$ cat src/rtl/sccb_init_seq.sv
// ---------------------------------------------------------------------------
// sccb_init_seq
//
// Camera bring-up sequencer. After a `go` pulse it soft-resets the sensor
// (reg 0x12 <= 0x80), waits a settle time, then walks an external
// register-init table and issues each entry as an SCCB write. It finishes by
// reading the two product ID bytes (0x0A, 0x0B) and comparing them against
// the expected values.
//
// Table entry encoding (tbl_data, 16 bits = {sub_addr, data}):
//   16'hFFFF      end of table
//   16'hFExx      settle delay of DELAY_CYCLES (low byte ignored)
//   anything else register write {sub_addr, data}
// Entry 255 is the last entry processed. The address never wraps.
//
// Ports
//   PCLK, PRESET     clock, synchronous active-high reset
//   go               start pulse, honoured only when idle or finished
//   tbl_addr         init-table index (registered ROM, data one cycle later)
//   tbl_data         {sub_addr, data} from the table ROM
//   sccb_start       request strobe, held until sccb_done is sampled high
//   sccb_rw          0 = write, 1 = read
//   sccb_id_addr     device ID byte (WR_ID or RD_ID)
//   sccb_sub_addr    register address
//   sccb_data_in     write data
//   sccb_done        transaction complete from the SCCB master
//   sccb_data_out    read data from the SCCB master
//   busy             sequence in progress
//   seq_done         sequence finished (level, until the next go)
//   pass             ID bytes matched
//   err              0 none, 1 timeout, 2 ID mismatch
//   pid              {byte read from 0x0A, byte read from 0x0B}
//   wr_count         table writes completed (soft reset not counted)
// ---------------------------------------------------------------------------
module sccb_init_seq #(
    parameter logic [7:0]  WR_ID          = 8'h42,
    parameter logic [7:0]  RD_ID          = 8'h43,
    parameter int unsigned DELAY_CYCLES   = 10000,
    parameter int unsigned TIMEOUT_CYCLES = 200000,
    parameter logic [7:0]  EXP_PID        = 8'h76,
    parameter logic [7:0]  EXP_VER        = 8'h73
) (
    input  logic        PCLK,
    input  logic        PRESET,
    input  logic        go,
    output logic [7:0]  tbl_addr,
    input  logic [15:0] tbl_data,
    output logic        sccb_start,
    output logic        sccb_rw,
    output logic [7:0]  sccb_id_addr,
    output logic [7:0]  sccb_sub_addr,
    output logic [7:0]  sccb_data_in,
    input  logic        sccb_done,
    input  logic [7:0]  sccb_data_out,
    output logic        busy,
    output logic        seq_done,
    output logic        pass,
    output logic [1:0]  err,
    output logic [15:0] pid,
    output logic [7:0]  wr_count
);

    // Counter widths: each counter only needs to reach (limit - 1).
    localparam int DLY_W = (DELAY_CYCLES > 2) ? $clog2(DELAY_CYCLES) : 1;
    localparam int TO_W  = (TIMEOUT_CYCLES > 2) ? $clog2(TIMEOUT_CYCLES) : 1;
    localparam logic [DLY_W-1:0] DLY_LAST = DLY_W'(DELAY_CYCLES - 1);
    localparam logic [TO_W-1:0]  TO_LAST  = TO_W'(TIMEOUT_CYCLES - 1);

    localparam logic [7:0]  SRST_SUB  = 8'h12;
    localparam logic [7:0]  SRST_DATA = 8'h80;
    localparam logic [7:0]  PID_SUB   = 8'h0A;
    localparam logic [7:0]  VER_SUB   = 8'h0B;
    localparam logic [15:0] TBL_END   = 16'hFFFF;
    localparam logic [7:0]  TBL_DELAY = 8'hFE;

    localparam logic [1:0] ERR_NONE    = 2'd0;
    localparam logic [1:0] ERR_TIMEOUT = 2'd1;
    localparam logic [1:0] ERR_ID      = 2'd2;

    typedef enum logic [3:0] {
        IDLE,
        SRST,
        DELAY,
        FETCH,
        DECODE,
        WRITE,
        RD_PID,
        RD_VER,
        CHECK,
        DONE
    } state_t;

    // Handshake sub-phase shared by all states that talk to the SCCB master.
    //   PH_ARM : wait for sccb_done low, then raise sccb_start
    //   PH_REQ : hold request until sccb_done high (or timeout)
    //   PH_END : wait for sccb_done low again before moving on
    typedef enum logic [1:0] {
        PH_ARM,
        PH_REQ,
        PH_END
    } phase_t;

    state_t             state_q,    state_d;
    phase_t             phase_q,    phase_d;
    logic [DLY_W-1:0]   dly_cnt_q,  dly_cnt_d;
    logic [TO_W-1:0]    to_cnt_q,   to_cnt_d;
    logic               tbl_last_q, tbl_last_d;
    logic [7:0]         wr_sub_q,   wr_sub_d;
    logic [7:0]         wr_data_q,  wr_data_d;
    logic [7:0]         byte_pid_q, byte_pid_d;
    logic [7:0]         byte_ver_q, byte_ver_d;

    logic [7:0]         tbl_addr_q, tbl_addr_d;
    logic               start_q,    start_d;
    logic               rw_q,       rw_d;
    logic [7:0]         id_q,       id_d;
    logic [7:0]         sub_q,      sub_d;
    logic [7:0]         wdata_q,    wdata_d;
    logic               busy_q,     busy_d;
    logic               seq_done_q, seq_done_d;
    logic               pass_q,     pass_d;
    logic [1:0]         err_q,      err_d;
    logic [15:0]        pid_q,      pid_d;
    logic [7:0]         wr_count_q, wr_count_d;

    // Request contents for the current transaction state.
    logic               in_txn;
    logic               txn_done;
    logic [7:0]         req_id;
    logic [7:0]         req_sub;
    logic [7:0]         req_data;
    logic               req_rw;
    logic               id_match;

    assign id_match = (byte_pid_q == EXP_PID) && (byte_ver_q == EXP_VER);

    always_comb begin
        in_txn   = 1'b0;
        req_id   = WR_ID;
        req_sub  = 8'h00;
        req_data = 8'h00;
        req_rw   = 1'b0;
        unique case (state_q)
            SRST: begin
                in_txn   = 1'b1;
                req_sub  = SRST_SUB;
                req_data = SRST_DATA;
            end
            WRITE: begin
                in_txn   = 1'b1;
                req_sub  = wr_sub_q;
                req_data = wr_data_q;
            end
            RD_PID: begin
                in_txn  = 1'b1;
                req_id  = RD_ID;
                req_sub = PID_SUB;
                req_rw  = 1'b1;
            end
            RD_VER: begin
                in_txn  = 1'b1;
                req_id  = RD_ID;
                req_sub = VER_SUB;
                req_rw  = 1'b1;
            end
            default: ;
        endcase
    end

    always_comb begin
        state_d    = state_q;
        phase_d    = phase_q;
        dly_cnt_d  = dly_cnt_q;
        to_cnt_d   = to_cnt_q;
        tbl_last_d = tbl_last_q;
        wr_sub_d   = wr_sub_q;
        wr_data_d  = wr_data_q;
        byte_pid_d = byte_pid_q;
        byte_ver_d = byte_ver_q;
        tbl_addr_d = tbl_addr_q;
        start_d    = start_q;
        rw_d       = rw_q;
        id_d       = id_q;
        sub_d      = sub_q;
        wdata_d    = wdata_q;
        busy_d     = busy_q;
        seq_done_d = seq_done_q;
        pass_d     = pass_q;
        err_d      = err_q;
        pid_d      = pid_q;
        wr_count_d = wr_count_q;
        txn_done   = 1'b0;

        // Handshake engine. The request fields are latched when start rises
        // so they stay stable for the whole transaction.
        if (in_txn) begin
            unique case (phase_q)
                PH_ARM: begin
                    if (!sccb_done) begin
                        start_d  = 1'b1;
                        id_d     = req_id;
                        sub_d    = req_sub;
                        wdata_d  = req_data;
                        rw_d     = req_rw;
                        to_cnt_d = '0;
                        phase_d  = PH_REQ;
                    end
                end
                PH_REQ: begin
                    if (sccb_done) begin
                        // Read data is only guaranteed in the done cycle.
                        start_d = 1'b0;
                        phase_d = PH_END;
                        if (state_q == RD_PID) begin
                            byte_pid_d = sccb_data_out;
                        end
                        if (state_q == RD_VER) begin
                            byte_ver_d = sccb_data_out;
                        end
                    end else if (to_cnt_q == TO_LAST) begin
                        // Abandon the whole sequence on a stuck bus.
                        start_d    = 1'b0;
                        err_d      = ERR_TIMEOUT;
                        pass_d     = 1'b0;
                        busy_d     = 1'b0;
                        seq_done_d = 1'b1;
                        phase_d    = PH_ARM;
                        state_d    = DONE;
                    end else begin
                        to_cnt_d = to_cnt_q + TO_W'(1);
                    end
                end
                PH_END: begin
                    if (!sccb_done) begin
                        txn_done = 1'b1;
                        phase_d  = PH_ARM;
                    end
                end
                default: phase_d = PH_ARM;
            endcase
        end

        // Sequence control.
        unique case (state_q)
            IDLE, DONE: begin
                if (go) begin
                    pass_d     = 1'b0;
                    err_d      = ERR_NONE;
                    pid_d      = '0;
                    wr_count_d = '0;
                    tbl_addr_d = '0;
                    tbl_last_d = 1'b0;
                    busy_d     = 1'b1;
                    seq_done_d = 1'b0;
                    phase_d    = PH_ARM;
                    state_d    = SRST;
                end
            end
            SRST: begin
                if (txn_done) begin
                    dly_cnt_d = '0;
                    state_d   = DELAY;
                end
            end
            DELAY: begin
                if (dly_cnt_q == DLY_LAST) begin
                    // A delay entry in the final table slot goes straight
                    // to the ID reads instead of refetching.
                    state_d = tbl_last_q ? RD_PID : FETCH;
                end else begin
                    dly_cnt_d = dly_cnt_q + DLY_W'(1);
                end
            end
            FETCH: begin
                // tbl_addr is already on the ROM; data is valid next cycle.
                state_d = DECODE;
            end
            DECODE: begin
                if (tbl_data == TBL_END) begin
                    state_d = RD_PID;
                end else if (tbl_data[15:8] == TBL_DELAY) begin
                    if (tbl_addr_q == 8'hFF) begin
                        tbl_last_d = 1'b1;
                    end else begin
                        tbl_addr_d = tbl_addr_q + 8'd1;
                    end
                    dly_cnt_d = '0;
                    state_d   = DELAY;
                end else begin
                    wr_sub_d  = tbl_data[15:8];
                    wr_data_d = tbl_data[7:0];
                    state_d   = WRITE;
                end
            end
            WRITE: begin
                if (txn_done) begin
                    wr_count_d = wr_count_q + 8'd1;
                    if (tbl_addr_q == 8'hFF) begin
                        tbl_last_d = 1'b1;
                        state_d    = RD_PID;
                    end else begin
                        tbl_addr_d = tbl_addr_q + 8'd1;
                        state_d    = FETCH;
                    end
                end
            end
            RD_PID: begin
                if (txn_done) begin
                    state_d = RD_VER;
                end
            end
            RD_VER: begin
                if (txn_done) begin
                    state_d = CHECK;
                end
            end
            CHECK: begin
                pid_d      = {byte_pid_q, byte_ver_q};
                pass_d     = id_match;
                err_d      = id_match ? ERR_NONE : ERR_ID;
                busy_d     = 1'b0;
                seq_done_d = 1'b1;
                state_d    = DONE;
            end
            default: state_d = IDLE;
        endcase
    end

    always_ff @(posedge PCLK) begin
        if (PRESET) begin
            state_q    <= IDLE;
            phase_q    <= PH_ARM;
            dly_cnt_q  <= '0;
            to_cnt_q   <= '0;
            tbl_last_q <= 1'b0;
            wr_sub_q   <= '0;
            wr_data_q  <= '0;
            byte_pid_q <= '0;
            byte_ver_q <= '0;
            tbl_addr_q <= '0;
            start_q    <= 1'b0;
            rw_q       <= 1'b0;
            id_q       <= '0;
            sub_q      <= '0;
            wdata_q    <= '0;
            busy_q     <= 1'b0;
            seq_done_q <= 1'b0;
            pass_q     <= 1'b0;
            err_q      <= '0;
            pid_q      <= '0;
            wr_count_q <= '0;
        end else begin
            state_q    <= state_d;
            phase_q    <= phase_d;
            dly_cnt_q  <= dly_cnt_d;
            to_cnt_q   <= to_cnt_d;
            tbl_last_q <= tbl_last_d;
            wr_sub_q   <= wr_sub_d;
            wr_data_q  <= wr_data_d;
            byte_pid_q <= byte_pid_d;
            byte_ver_q <= byte_ver_d;
            tbl_addr_q <= tbl_addr_d;
            start_q    <= start_d;
            rw_q       <= rw_d;
            id_q       <= id_d;
            sub_q      <= sub_d;
            wdata_q    <= wdata_d;
            busy_q     <= busy_d;
            seq_done_q <= seq_done_d;
            pass_q     <= pass_d;
            err_q      <= err_d;
            pid_q      <= pid_d;
            wr_count_q <= wr_count_d;
        end
    end

    assign tbl_addr      = tbl_addr_q;
    assign sccb_start    = start_q;
    assign sccb_rw       = rw_q;
    assign sccb_id_addr  = id_q;
    assign sccb_sub_addr = sub_q;
    assign sccb_data_in  = wdata_q;
    assign busy          = busy_q;
    assign seq_done      = seq_done_q;
    assign pass          = pass_q;
    assign err           = err_q;
    assign pid           = pid_q;
    assign wr_count      = wr_count_q;

endmodule
$ cat config.mk
export PLATFORM = sky130hd
export DESIGN_NAME = sccb_init_seq
export DESIGN_NICKNAME = d
export VERILOG_FILES = /design/src/rtl/sccb_init_seq.sv
export SDC_FILE = /design/constraint.sdc
export NUM_CORES = 1
export LEC_CHECK = 0
export ABC_AREA = 1
export CAP_MARGIN = 20
export CORE_UTILIZATION = 44
export CTS_CLUSTER_DIAMETER = 80
export CTS_CLUSTER_SIZE = 25
export DETAILED_ROUTE_END_ITERATION = 10
export HOLD_SLACK_MARGIN = 0.03
export PLACE_DENSITY = 0.63
export SYNTH_ARGS = -nofsm -noshare
export SYNTH_HDL_FRONTEND = slang
export SYNTH_SLANG_ARGS = --single-unit
$ cat constraint.sdc
create_clock -name PCLK -period 2.04 [get_ports PCLK]
set_input_delay 0.306 -clock PCLK [delete_from_list [all_inputs] [get_ports PCLK]]
set_output_delay 0.306 -clock PCLK [all_outputs]
set_load 0.03 [all_outputs]
* Word level (Yosys, flattened, before mapping) *
Index checks and enable logic that the tools add are counted.

cells by class
  $add $sub $neg = 4
  eq/ne operators = 28
  multiplexer cells = 85
  bitwise gates (word level) = 3
  reductions and logical operators = 21

operators by type and width
  kind                                            count
  2-to-1 mux 14 bit                               4
  2-to-1 mux 18 bit                               3
  2-to-1 mux 8 bit                                6
  one-hot mux 14 bit (3 select lines)             1
  2-to-1 mux 4 bit                                10
  one-hot mux 18 bit (2 select lines)             1
  one-hot mux 4 bit (9 select lines)              1
  one-hot mux 16 bit (2 select lines)             1
  one-hot mux 8 bit (2 select lines)              2
  one-hot mux 8 bit (4 select lines)              1
  2-to-1 mux 1 bit                                29
  2-to-1 mux 2 bit                                13
  one-hot mux 8 bit (3 select lines)              1
  adder 18 x 1 -> 18 bit (second input constant)  1
  == test 18 bit (second input constant)          1
  != test 2 bit (second input constant)           9
  adder 8 x 1 -> 8 bit (second input constant)    2
  == test 16 bit (second input constant)          1
  == test 4 x 3 -> 1 bit (second input constant)  4
  == test 8 x 7 -> 1 bit (second input constant)  2
  == test 8 bit (second input constant)           2
  2-to-1 mux 16 bit                               1
  AND reduction 5 bit                             3
  adder 14 x 1 -> 14 bit (second input constant)  1
  23 further kinds                                41

word-level totals
  flip-flop bits (word level) = 134
  input port bits = 28
  output and inout port bits = 63
  logic and storage cells = 162

* Logic depth before layout (Yosys ltp) *
Gate-level depths: netlist of the first run.

  word-level depth = 7
  depth in mapped cells = 11

* Least setup slack after synthesis of the first run *
Ideal clock, no wire load.

  path kind = register -> register
  start = register tbl_addr_q[0] (netlist: tbl_addr[0])
  end = register tbl_addr_q[2] (netlist: tbl_addr[2])
  library setup time = 0.132 ns
  arrival time = 1.587 ns
  required time = 1.908 ns
  setup slack = 0.320 ns
  cell stages (with the launch flop) = 9
  path through = dfxtp_1 > ha_1 > nand2_1 > nor2_1 > nand2_1 > nor3_1 > nand2_1 > nand3b_1 > a21oi_1

between the ends
  cells in the longest elaborated chain, start to end = 5
  elaborated cells on any way between the ends = 7

RTL lines
  element                                                RTL line  RTL
  from (decl)                                            113       logic [7:0] tbl_addr_q, tbl_addr_d;
  from (signal assigned)                                 362       tbl_addr_q <= tbl_addr_d;
  adder 8 x 1 -> 8 bit or == test 8 bit (tied branches)  n/a
  2-to-1 mux 8 bit (*)                                   282, 298
  2-to-1 mux 8 bit                                       281       end else if (tbl_data[15:8] == TBL_DELAY) begin
  2-to-1 mux 8 bit                                       279       if (tbl_data == TBL_END) begin
  one-hot mux 8 bit (3 select lines) (*)                 244       unique case (state_q)

Mark *: on every way between the ends. The rest lies on a longest branch, timed or not. The select of a mux whose other input is x is not followed.
A chain may end at the register's enable or synchronous reset.

* Worst setup path in the final report of the first run *
  start = register tbl_addr_q[2] (netlist: tbl_addr[2])
  end = output tbl_addr[2]

RTL lines
  element    RTL line  RTL
  to (decl)  46        output logic [7:0] tbl_addr,

No word-level cell between the ends.

==> flow_results.xml, run 1 <==
<?xml version="1.0" encoding="UTF-8"?>
<metrics>
  <group name="setup_path">
    <metric name="slowest_stage" unit="">sky130_fd_sc_hd__clkdlybuf4s50_1</metric>
    <metric name="criticalPathCategory" unit="">flip-flop to primary output</metric>
    <metric name="critical_path.reg2reg.startpoint" unit="">to_cnt_q[0]</metric>
    <metric name="cp_num_buf_inv" unit="">1</metric>
    <metric name="worst-path-max-fanout" unit="">7</metric>
    <metric name="worst_reg2reg_endpoint" unit="">state_q[2]</metric>
    <metric name="crit_path_max_incr_delay" unit="ns">0.72</metric>
    <metric name="arrival" unit="ns">1.59</metric>
    <metric name="number_of_cells_on_the_worst_reg_to_reg_path" unit="">9</metric>
    <metric name="worst_path_cell_chain" unit="">clkdlybuf4s50_1</metric>
    <metric name="critPathCaptureType" unit="">primary output</metric>
    <metric name="crit_family" unit="">buffers and inverters</metric>
    <metric name="reg_to_reg_slack_setup" unit="ns">0.20</metric>
    <metric name="worstSetupStartpointType" unit="">flip-flop</metric>
    <metric name="critPathRequiredTime" unit="ns">1.73</metric>
  </group>
  <group name="global_routing">
    <metric name="grt_first_pass_wirelength" unit="mm">26.8</metric>
    <metric name="grt.overflow.total" unit="">0</metric>
    <metric name="first_global_vias" unit="">5567</metric>
    <metric name="grt_antenna_before_repair" unit="">0</metric>
    <metric name="grt_util_all_layers" unit="%">22.9</metric>
    <metric name="pin_count_of_the_biggest_net_entering_global_routing" unit="">36</metric>
  </group>
  <group name="route">
    <metric name="post_drt_wl_per_cell" unit="um">13.5</metric>
    <metric name="vias" unit="">6134</metric>
    <metric name="final_antenna_net_count" unit="">0</metric>
    <metric name="drcViolationCount" unit="">0</metric>
    <metric name="detailedRoute.firstPassIterationCount" unit="">5</metric>
    <metric name="drt_iter0_markers" unit="">438</metric>
    <metric name="detail_route.vias_per_cell" unit="">5.08</metric>
    <metric name="postRouteWirelength" unit="mm">16.3</metric>
  </group>
  <group name="sta">
    <metric name="fmax" unit="MHz">526</metric>
    <metric name="setup_repair_after_global_routing_missed_its_margin" unit="">no</metric>
    <metric name="finalSetupViolations" unit="">0</metric>
    <metric name="period_needed" unit="ns">1.90</metric>
    <metric name="finalMaxSlewViolations" unit="">0</metric>
    <metric name="clock_skew" unit="ns">0.00957</metric>
    <metric name="setup_total_negative_slack" unit="ns">0</metric>
    <metric name="final.period_utilization" unit="%">93.2</metric>
    <metric name="timing_hold_violations_final" unit="">0</metric>
  </group>
  <group name="floorplan">
    <metric name="floorplan.die.width" unit="um">122</metric>
    <metric name="total_i_o_pin_count" unit="">91</metric>
    <metric name="placementRows" unit="">43</metric>
    <metric name="initial_core_util" unit="%">45.4</metric>
    <metric name="chipHeight" unit="um">122</metric>
    <metric name="placeableCoreArea" unit="sq um">13900</metric>
    <metric name="fp.dieArea" unit="sq um">14900</metric>
  </group>
  <group name="clock_tree">
    <metric name="h-tree-depth" unit="">4</metric>
    <metric name="worstSkewPairLatency" unit="ns">0.42</metric>
    <metric name="cts.sink_count" unit="">127</metric>
    <metric name="cts_tree" unit="">built</metric>
    <metric name="cts_buffer_count" unit="">17</metric>
    <metric name="clock_slew_at_the_register_clock_pins_of_the_worst_setup_and_hold_paths" unit="ns">0.07</metric>
    <metric name="root_buffer" unit="">sky130_fd_sc_hd__clkbuf_16</metric>
    <metric name="post_cts_resized" unit="">0</metric>
    <metric name="postcts_setup_bufs" unit="">0</metric>
    <metric name="max-clock-path-buffers" unit="">2</metric>
    <metric name="post_cts_hold_buffer_count" unit="">0</metric>
  </group>
  <group name="finish">
    <metric name="post_route_cells_drive_above_1_share" unit="%">11.2</metric>
    <metric name="highest_count_cells_in_the_layout_ignoring_fill_and_taps" unit="">sky130_fd_sc_hd__nand2_1, sky130_fd_sc_hd__dfxtp_1, sky130_fd_sc_hd__nor2_1</metric>
    <metric name="post-route-cell-area" unit="sq um">8040</metric>
    <metric name="num-nets-final" unit="">1047</metric>
    <metric name="mostFrequentLayoutCell" unit="">sky130_fd_sc_hd__nand2_1</metric>
    <metric name="number_of_diodes" unit="">0</metric>
    <metric name="fillCellCount" unit="">1349</metric>
    <metric name="areaGrowthSynthToFinish" unit="%">27.0</metric>
  </group>
  <group name="yosys">
    <metric name="synth_compound_area_share" unit="%">13.5</metric>
    <metric name="ys_async_sr_fraction" unit="%">0</metric>
    <metric name="combinational_family_with_the_most_area_after_synthesis" unit="">simple AND/OR/NAND/NOR gates</metric>
    <metric name="synth_flop_cell" unit="">sky130_fd_sc_hd__dfxtp_1</metric>
    <metric name="seq_area_frac_synth" unit="%">40.2</metric>
    <metric name="yosys_register_bits" unit="">127</metric>
    <metric name="synthSimpleGateAreaFrac" unit="%">34.7</metric>
    <metric name="synthCells" unit="">912</metric>
    <metric name="synth_mux_area_share" unit="%">0</metric>
    <metric name="synth.yosys.warnings" unit="">0</metric>
    <metric name="post_synth.cell_area_avg" unit="sq um">6.94</metric>
    <metric name="netlist-cell-type-count" unit="">44</metric>
    <metric name="synth_edf_count" unit="">0</metric>
    <metric name="yosys.area_share.xor_xnor" unit="%">2.08</metric>
    <metric name="synth-adder-area-share" unit="%">0.791</metric>
    <metric name="synth.cell_area" unit="sq um">6330</metric>
  </group>
  <group name="worst_hold_path">
    <metric name="hold-path-cell-count" unit="">2</metric>
    <metric name="worstHoldStart" unit="">wr_data_q[6]</metric>
    <metric name="hold_path.class" unit="">flip-flop to flip-flop</metric>
    <metric name="worst_hold_path.endpoint" unit="">sccb_data_in[6]</metric>
  </group>
  <group name="placed_design">
    <metric name="place_congestion" unit="">0.919</metric>
    <metric name="place_area" unit="sq um">7470</metric>
    <metric name="place_hpwl" unit="mm">11.8</metric>
    <metric name="io_buffer_count" unit="">85</metric>
  </group>
  <group name="power_and_ir_drop">
    <metric name="finalPower" unit="W">0.00598</metric>
    <metric name="pwr_density_cell" unit="nW/um^2">744</metric>
    <metric name="power.static_leakage" unit="nW">3.00</metric>
    <metric name="ir_worst_vdd" unit="mV">0.588</metric>
  </group>
  <group name="job">
    <metric name="maxcap_viol_count" unit="">0</metric>
  </group>
  <group name="status">
    <metric name="status" unit="">completed</metric>
  </group>
</metrics>
flip-flops by register name, summed over array words and instances, names as in the netlist, 2 cells and up:
| signal | cells |
|---|---|
| sccb_data_in | 8 |
| dly_cnt_q | 14 |
| byte_pid_q | 8 |
| pid | 16 |
| wr_data_q | 8 |
| byte_ver_q | 8 |
| sccb_sub_addr | 8 |
| err | 2 |
| to_cnt_q | 18 |
| state_q | 4 |
| wr_sub_q | 8 |
| phase_q | 2 |
| sccb_id_addr | 2 |
| wr_count | 8 |
| tbl_addr | 8 |
final cells by class:
cell class / count / area (sq um) / share of cell area (%)
multi-input cells: 663 / 3250 / 40.4
clock buffers: 17 / 425 / 5.29
clock inverters: 15 / 144 / 1.79
well taps: 180 / 225 / 2.80
repair buffers: 113 / 1100 / 13.7
inverters: 93 / 352 / 4.37
flip-flops and latches: 127 / 2540 / 31.6
Yosys cell counts (2+ instances only):
cell type / n / area share [%]
sky130_fd_sc_hd__buf_1: 2 / 0.12
sky130_fd_sc_hd__nor2_4: 4 / 0.71
sky130_fd_sc_hd__or2_2: 5 / 0.49
sky130_fd_sc_hd__xor2_1: 14 / 1.9
sky130_fd_sc_hd__nor4_1: 3 / 0.30
sky130_fd_sc_hd__inv_1: 81 / 4.8
sky130_fd_sc_hd__nand2_4: 3 / 0.53
sky130_fd_sc_hd__a21oi_1: 69 / 5.5
sky130_fd_sc_hd__nand3b_1: 4 / 0.47
sky130_fd_sc_hd__buf_6: 5 / 0.89
sky130_fd_sc_hd__nor3_1: 35 / 2.8
sky130_fd_sc_hd__dfxtp_1: 127 / 40
sky130_fd_sc_hd__nor2_8: 2 / 0.63
sky130_fd_sc_hd__nand2_1: 189 / 11
sky130_fd_sc_hd__o21ai_0: 63 / 5.0
sky130_fd_sc_hd__ha_1: 4 / 0.79
sky130_fd_sc_hd__nor3b_1: 2 / 0.24
sky130_fd_sc_hd__buf_4: 8 / 0.95
sky130_fd_sc_hd__clkbuf_1: 11 / 0.65
sky130_fd_sc_hd__buf_2: 7 / 0.55
sky130_fd_sc_hd__nand2_2: 11 / 1.1
sky130_fd_sc_hd__nand3_1: 71 / 5.6
sky130_fd_sc_hd__nor2_2: 2 / 0.20
sky130_fd_sc_hd__o21ai_2: 10 / 1.4
sky130_fd_sc_hd__o21ai_1: 9 / 0.71
sky130_fd_sc_hd__nand4_1: 15 / 1.5
sky130_fd_sc_hd__o211a_1: 2 / 0.32
sky130_fd_sc_hd__nand4_2: 2 / 0.40
sky130_fd_sc_hd__inv_2: 10 / 0.59
sky130_fd_sc_hd__nor2_1: 126 / 7.5
sky130_fd_sc_hd__nand3_2: 3 / 0.47
layer usage:
layer  up-vias  global-route usage [%]  part of all wire [%]
li1       3188                       -                     -
met1      2783                    31.4                    48
met2       143                    35.2                    46
met3        20                    5.99                   5.0
met4         0                    6.87                   1.1
met5         -                       0                     0
power by group:
group	leakage [nW]	total [W]	switching [W]	internal (W)
clock	0.275	0.00291	0.00129	0.00162
combinational	1.70	0.000536	0.000341	0.000195
sequential	1.02	0.00253	0.0000257	0.00250
total	3.00	0.00598	0.00166	0.00432
worst max-delay path by stage:
| stage | startpoint | to | cells after the start |
|---|---|---|---|
| 3_5_place_dp | sccb_done | tbl_addr[1] | 7 |
| 3_3_place_gp | sccb_done | tbl_addr[1] | 7 |
| 4_1_cts | tbl_addr[2] | tbl_addr[2] | 1 |
| 6_report | tbl_addr[2] | tbl_addr[2] | 1 |
| 5_1_grt | state_q[1] | tbl_addr[1] | 8 |
| 2_1_floorplan | tbl_addr[0] | tbl_addr[2] | 8 |
metrics by stage:
stage                     worst slack (ns)  cells  utilization, %  hold slack, ns
after floorplan                      0.320    916               -           0.430
after global placement               0.119   1176            53.6           0.443
after detailed placement            0.0856   1176            53.6           0.447
after CTS                            0.130   1208            57.7           0.462
after global routing                0.0166   1208            57.7           0.479
final                                0.139   1208            57.7           0.458
kinds of logic (layout without fill, tap and decap cells):
logic type / Yosys count / after routing
and+or+nand+nor: 481 / 481
adders and majority gates: 4 / 4
DFF: 127 / 127
buffers and inverters: 126 / 238
AOI/OAI and AO/OA: 158 / 158
other: 1 / 5
xor gates and xnor gates: 15 / 15
Power figures use the tool's default switching activity.
==> run 2: changes to the inputs <==
ABC_CLOCK_PERIOD_IN_PS = 2040   (was not set)
==> results of run 2 <==
Same layout as run 1: the final DEF is identical, and so are final timing and power.
==> run 3: changes to the inputs <==
CAP_MARGIN = 5   (was 20)
CORE_ASPECT_RATIO = 1.1   (was not set)
==> flow_results.xml, run 3 (synthesis results as in run 1) <==
<?xml version="1.0" encoding="UTF-8"?>
<metrics>
  <group name="sta">
    <metric name="final.period_utilization" unit="%">92.1</metric>
    <metric name="period_needed" unit="ns">1.88</metric>
    <metric name="fmax" unit="MHz">532</metric>
    <metric name="setup_total_negative_slack" unit="ns">0</metric>
    <metric name="clock_skew" unit="ns">0.00940</metric>
    <metric name="finalMaxSlewViolations" unit="">0</metric>
    <metric name="final.hold.worst_slack" unit="ns">0.451</metric>
    <metric name="setup_repair_after_global_routing_missed_its_margin" unit="">no</metric>
    <metric name="timing_hold_violations_final" unit="">0</metric>
    <metric name="finalSetupViolations" unit="">0</metric>
  </group>
  <group name="route">
    <metric name="post_drt_wl_per_cell" unit="um">13.3</metric>
    <metric name="detail_route.vias_per_cell" unit="">5.03</metric>
    <metric name="postRouteWirelength" unit="mm">16.1</metric>
    <metric name="vias" unit="">6102</metric>
    <metric name="detailedRoute.firstPassIterationCount" unit="">5</metric>
    <metric name="final_antenna_net_count" unit="">0</metric>
    <metric name="drcViolationCount" unit="">0</metric>
    <metric name="drt_iter0_markers" unit="">384</metric>
  </group>
  <group name="setup_path">
    <metric name="worstSetupStartpointType" unit="">flip-flop</metric>
    <metric name="slowest_stage" unit="">sky130_fd_sc_hd__clkdlybuf4s50_1</metric>
    <metric name="arrival" unit="ns">1.57</metric>
    <metric name="critPathRequiredTime" unit="ns">1.73</metric>
    <metric name="critPathCaptureType" unit="">primary output</metric>
    <metric name="criticalPathCategory" unit="">flip-flop to primary output</metric>
    <metric name="cp_num_buf_inv" unit="">1</metric>
    <metric name="worst_path_cell_chain" unit="">clkdlybuf4s50_1</metric>
    <metric name="crit_family" unit="">buffers and inverters</metric>
    <metric name="crit_path_max_incr_delay" unit="ns">0.71</metric>
    <metric name="worst-path-max-fanout" unit="">7</metric>
  </group>
  <group name="placed_design">
    <metric name="io_buffer_count" unit="">85</metric>
    <metric name="place_area" unit="sq um">7440</metric>
    <metric name="dp_cells" unit="">1181</metric>
    <metric name="place_congestion" unit="">0.915</metric>
    <metric name="place_hpwl" unit="mm">11.5</metric>
  </group>
  <group name="finish">
    <metric name="mostFrequentLayoutCell" unit="">sky130_fd_sc_hd__nand2_1</metric>
    <metric name="areaGrowthSynthToFinish" unit="%">27.3</metric>
    <metric name="number_of_diodes" unit="">0</metric>
    <metric name="post_route_cells_drive_above_1_share" unit="%">10.6</metric>
    <metric name="num-nets-final" unit="">1044</metric>
    <metric name="final-instance-count-excl-fill" unit="">1212</metric>
    <metric name="post-route-cell-area" unit="sq um">8060</metric>
    <metric name="registers.top_by_ff_count" unit="">to_cnt_q</metric>
    <metric name="largest_register_ffs" unit="">18</metric>
    <metric name="fillCellCount" unit="">1362</metric>
    <metric name="highest_count_cells_in_the_layout_ignoring_fill_and_taps" unit="">sky130_fd_sc_hd__nand2_1, sky130_fd_sc_hd__dfxtp_1, sky130_fd_sc_hd__nor2_1</metric>
  </group>
  <group name="worst_hold_path">
    <metric name="hold_path.class" unit="">flip-flop to flip-flop</metric>
  </group>
  <group name="floorplan">
    <metric name="placeableCoreArea" unit="sq um">13900</metric>
    <metric name="fp.dieArea" unit="sq um">14900</metric>
    <metric name="floorplan.die.width" unit="um">116</metric>
    <metric name="initial_core_util" unit="%">45.5</metric>
    <metric name="placementRows" unit="">45</metric>
    <metric name="total_i_o_pin_count" unit="">91</metric>
    <metric name="chipHeight" unit="um">128</metric>
  </group>
  <group name="global_routing">
    <metric name="grt_antenna_before_repair" unit="">0</metric>
    <metric name="grt_first_pass_wirelength" unit="mm">26.8</metric>
    <metric name="grt_util_all_layers" unit="%">23.0</metric>
    <metric name="pin_count_of_the_biggest_net_entering_global_routing" unit="">39</metric>
    <metric name="first_global_vias" unit="">5728</metric>
    <metric name="grt.overflow.total" unit="">0</metric>
  </group>
  <group name="clock_tree">
    <metric name="max-clock-path-buffers" unit="">2</metric>
    <metric name="worstSkewPairLatency" unit="ns">0.41</metric>
    <metric name="root_buffer" unit="">sky130_fd_sc_hd__clkbuf_16</metric>
    <metric name="h-tree-depth" unit="">4</metric>
    <metric name="postcts_setup_bufs" unit="">0</metric>
    <metric name="cts_tree" unit="">built</metric>
    <metric name="cts.sink_count" unit="">127</metric>
    <metric name="cts_buffer_count" unit="">17</metric>
    <metric name="post_cts_hold_buffer_count" unit="">0</metric>
    <metric name="clock_slew_at_the_register_clock_pins_of_the_worst_setup_and_hold_paths" unit="ns">0.06</metric>
  </group>
  <group name="job">
    <metric name="maxcap_viol_count" unit="">0</metric>
  </group>
  <group name="power_and_ir_drop">
    <metric name="pwr_density_cell" unit="nW/um^2">766</metric>
    <metric name="power.static_leakage" unit="nW">3.00</metric>
    <metric name="ir_worst_vdd" unit="mV">0.531</metric>
    <metric name="finalPower" unit="W">0.00617</metric>
  </group>
  <group name="status">
    <metric name="status" unit="">completed</metric>
  </group>
</metrics>
run 3: cell count changes in the layout (fill, tap and decap cells not counted), moves of 2 or more:
cell and change:
sky130_fd_sc_hd__inv_8 -3, sky130_fd_sc_hd__bufinv_16 +3, sky130_fd_sc_hd__clkbuf_1 +2, sky130_fd_sc_hd__buf_4 -2
sky130_fd_sc_hd__inv_6 -5, sky130_fd_sc_hd__clkinv_4 +3, sky130_fd_sc_hd__clkinvlp_4 -2
run 3: per-layer routing:
metal	vias up	GRT usage (%)	wire, um
met4	0	8.67	297
met2	147	37.2	7670
met5	-	0	0
met1	2754	29.0	7340
met3	28	6.05	811
li1	3173	-	-
run 3: cell type report:
type	count	area [sq um]	share of cell area, %
timing repair buffer	110	1060	13.2
sequential	127	2540	31.6
multi-input combinational	663	3260	40.5
tap	188	235	2.92
clock buffer	20	447	5.54
inverter	93	352	4.36
clock inverter	11	156	1.94
run 3: timing repair:
item / CTS / global route
endpoints found under the setup margin: 0 / 3
endpoints found under the hold margin: 0 / 0
resized for setup: 0 / 2
run 3: stage by stage:
stage	utilization (%)	worst slack [ns]
after global placement	53.5	0.0684
after CTS	57.8	0.135
after global routing	57.9	0.0216
after floorplan	-	0.320
after detailed placement	53.5	0.0297
final	57.9	0.160
run 3: worst paths after layout:
kind          startpoint               end  slack [ns]  cells past startpoint
max          tbl_addr[6]       tbl_addr[6]        0.16                      1
min reg2reg  wr_sub_q[6]  sccb_sub_addr[6]        0.45                      2
max reg2reg  to_cnt_q[1]        state_q[2]        0.17                      9
min          wr_sub_q[6]  sccb_sub_addr[6]        0.45                      2
run 3: tightest hold or removal path, delay by kind of cell (launching register included):
family,cells,cell delay [ns]
compound gates,1,0.05
flops,1,0.31
buf+inv,1,0.04
run 3: report_power, final:
part	total (W)	leakage (nW)	switching (W)	internal, W
combinational	0.000523	1.68	0.000333	0.000191
sequential	0.00253	1.02	0.0000253	0.00251
clock	0.00311	0.295	0.00115	0.00196
total	0.00617	3.00	0.00151	0.00466
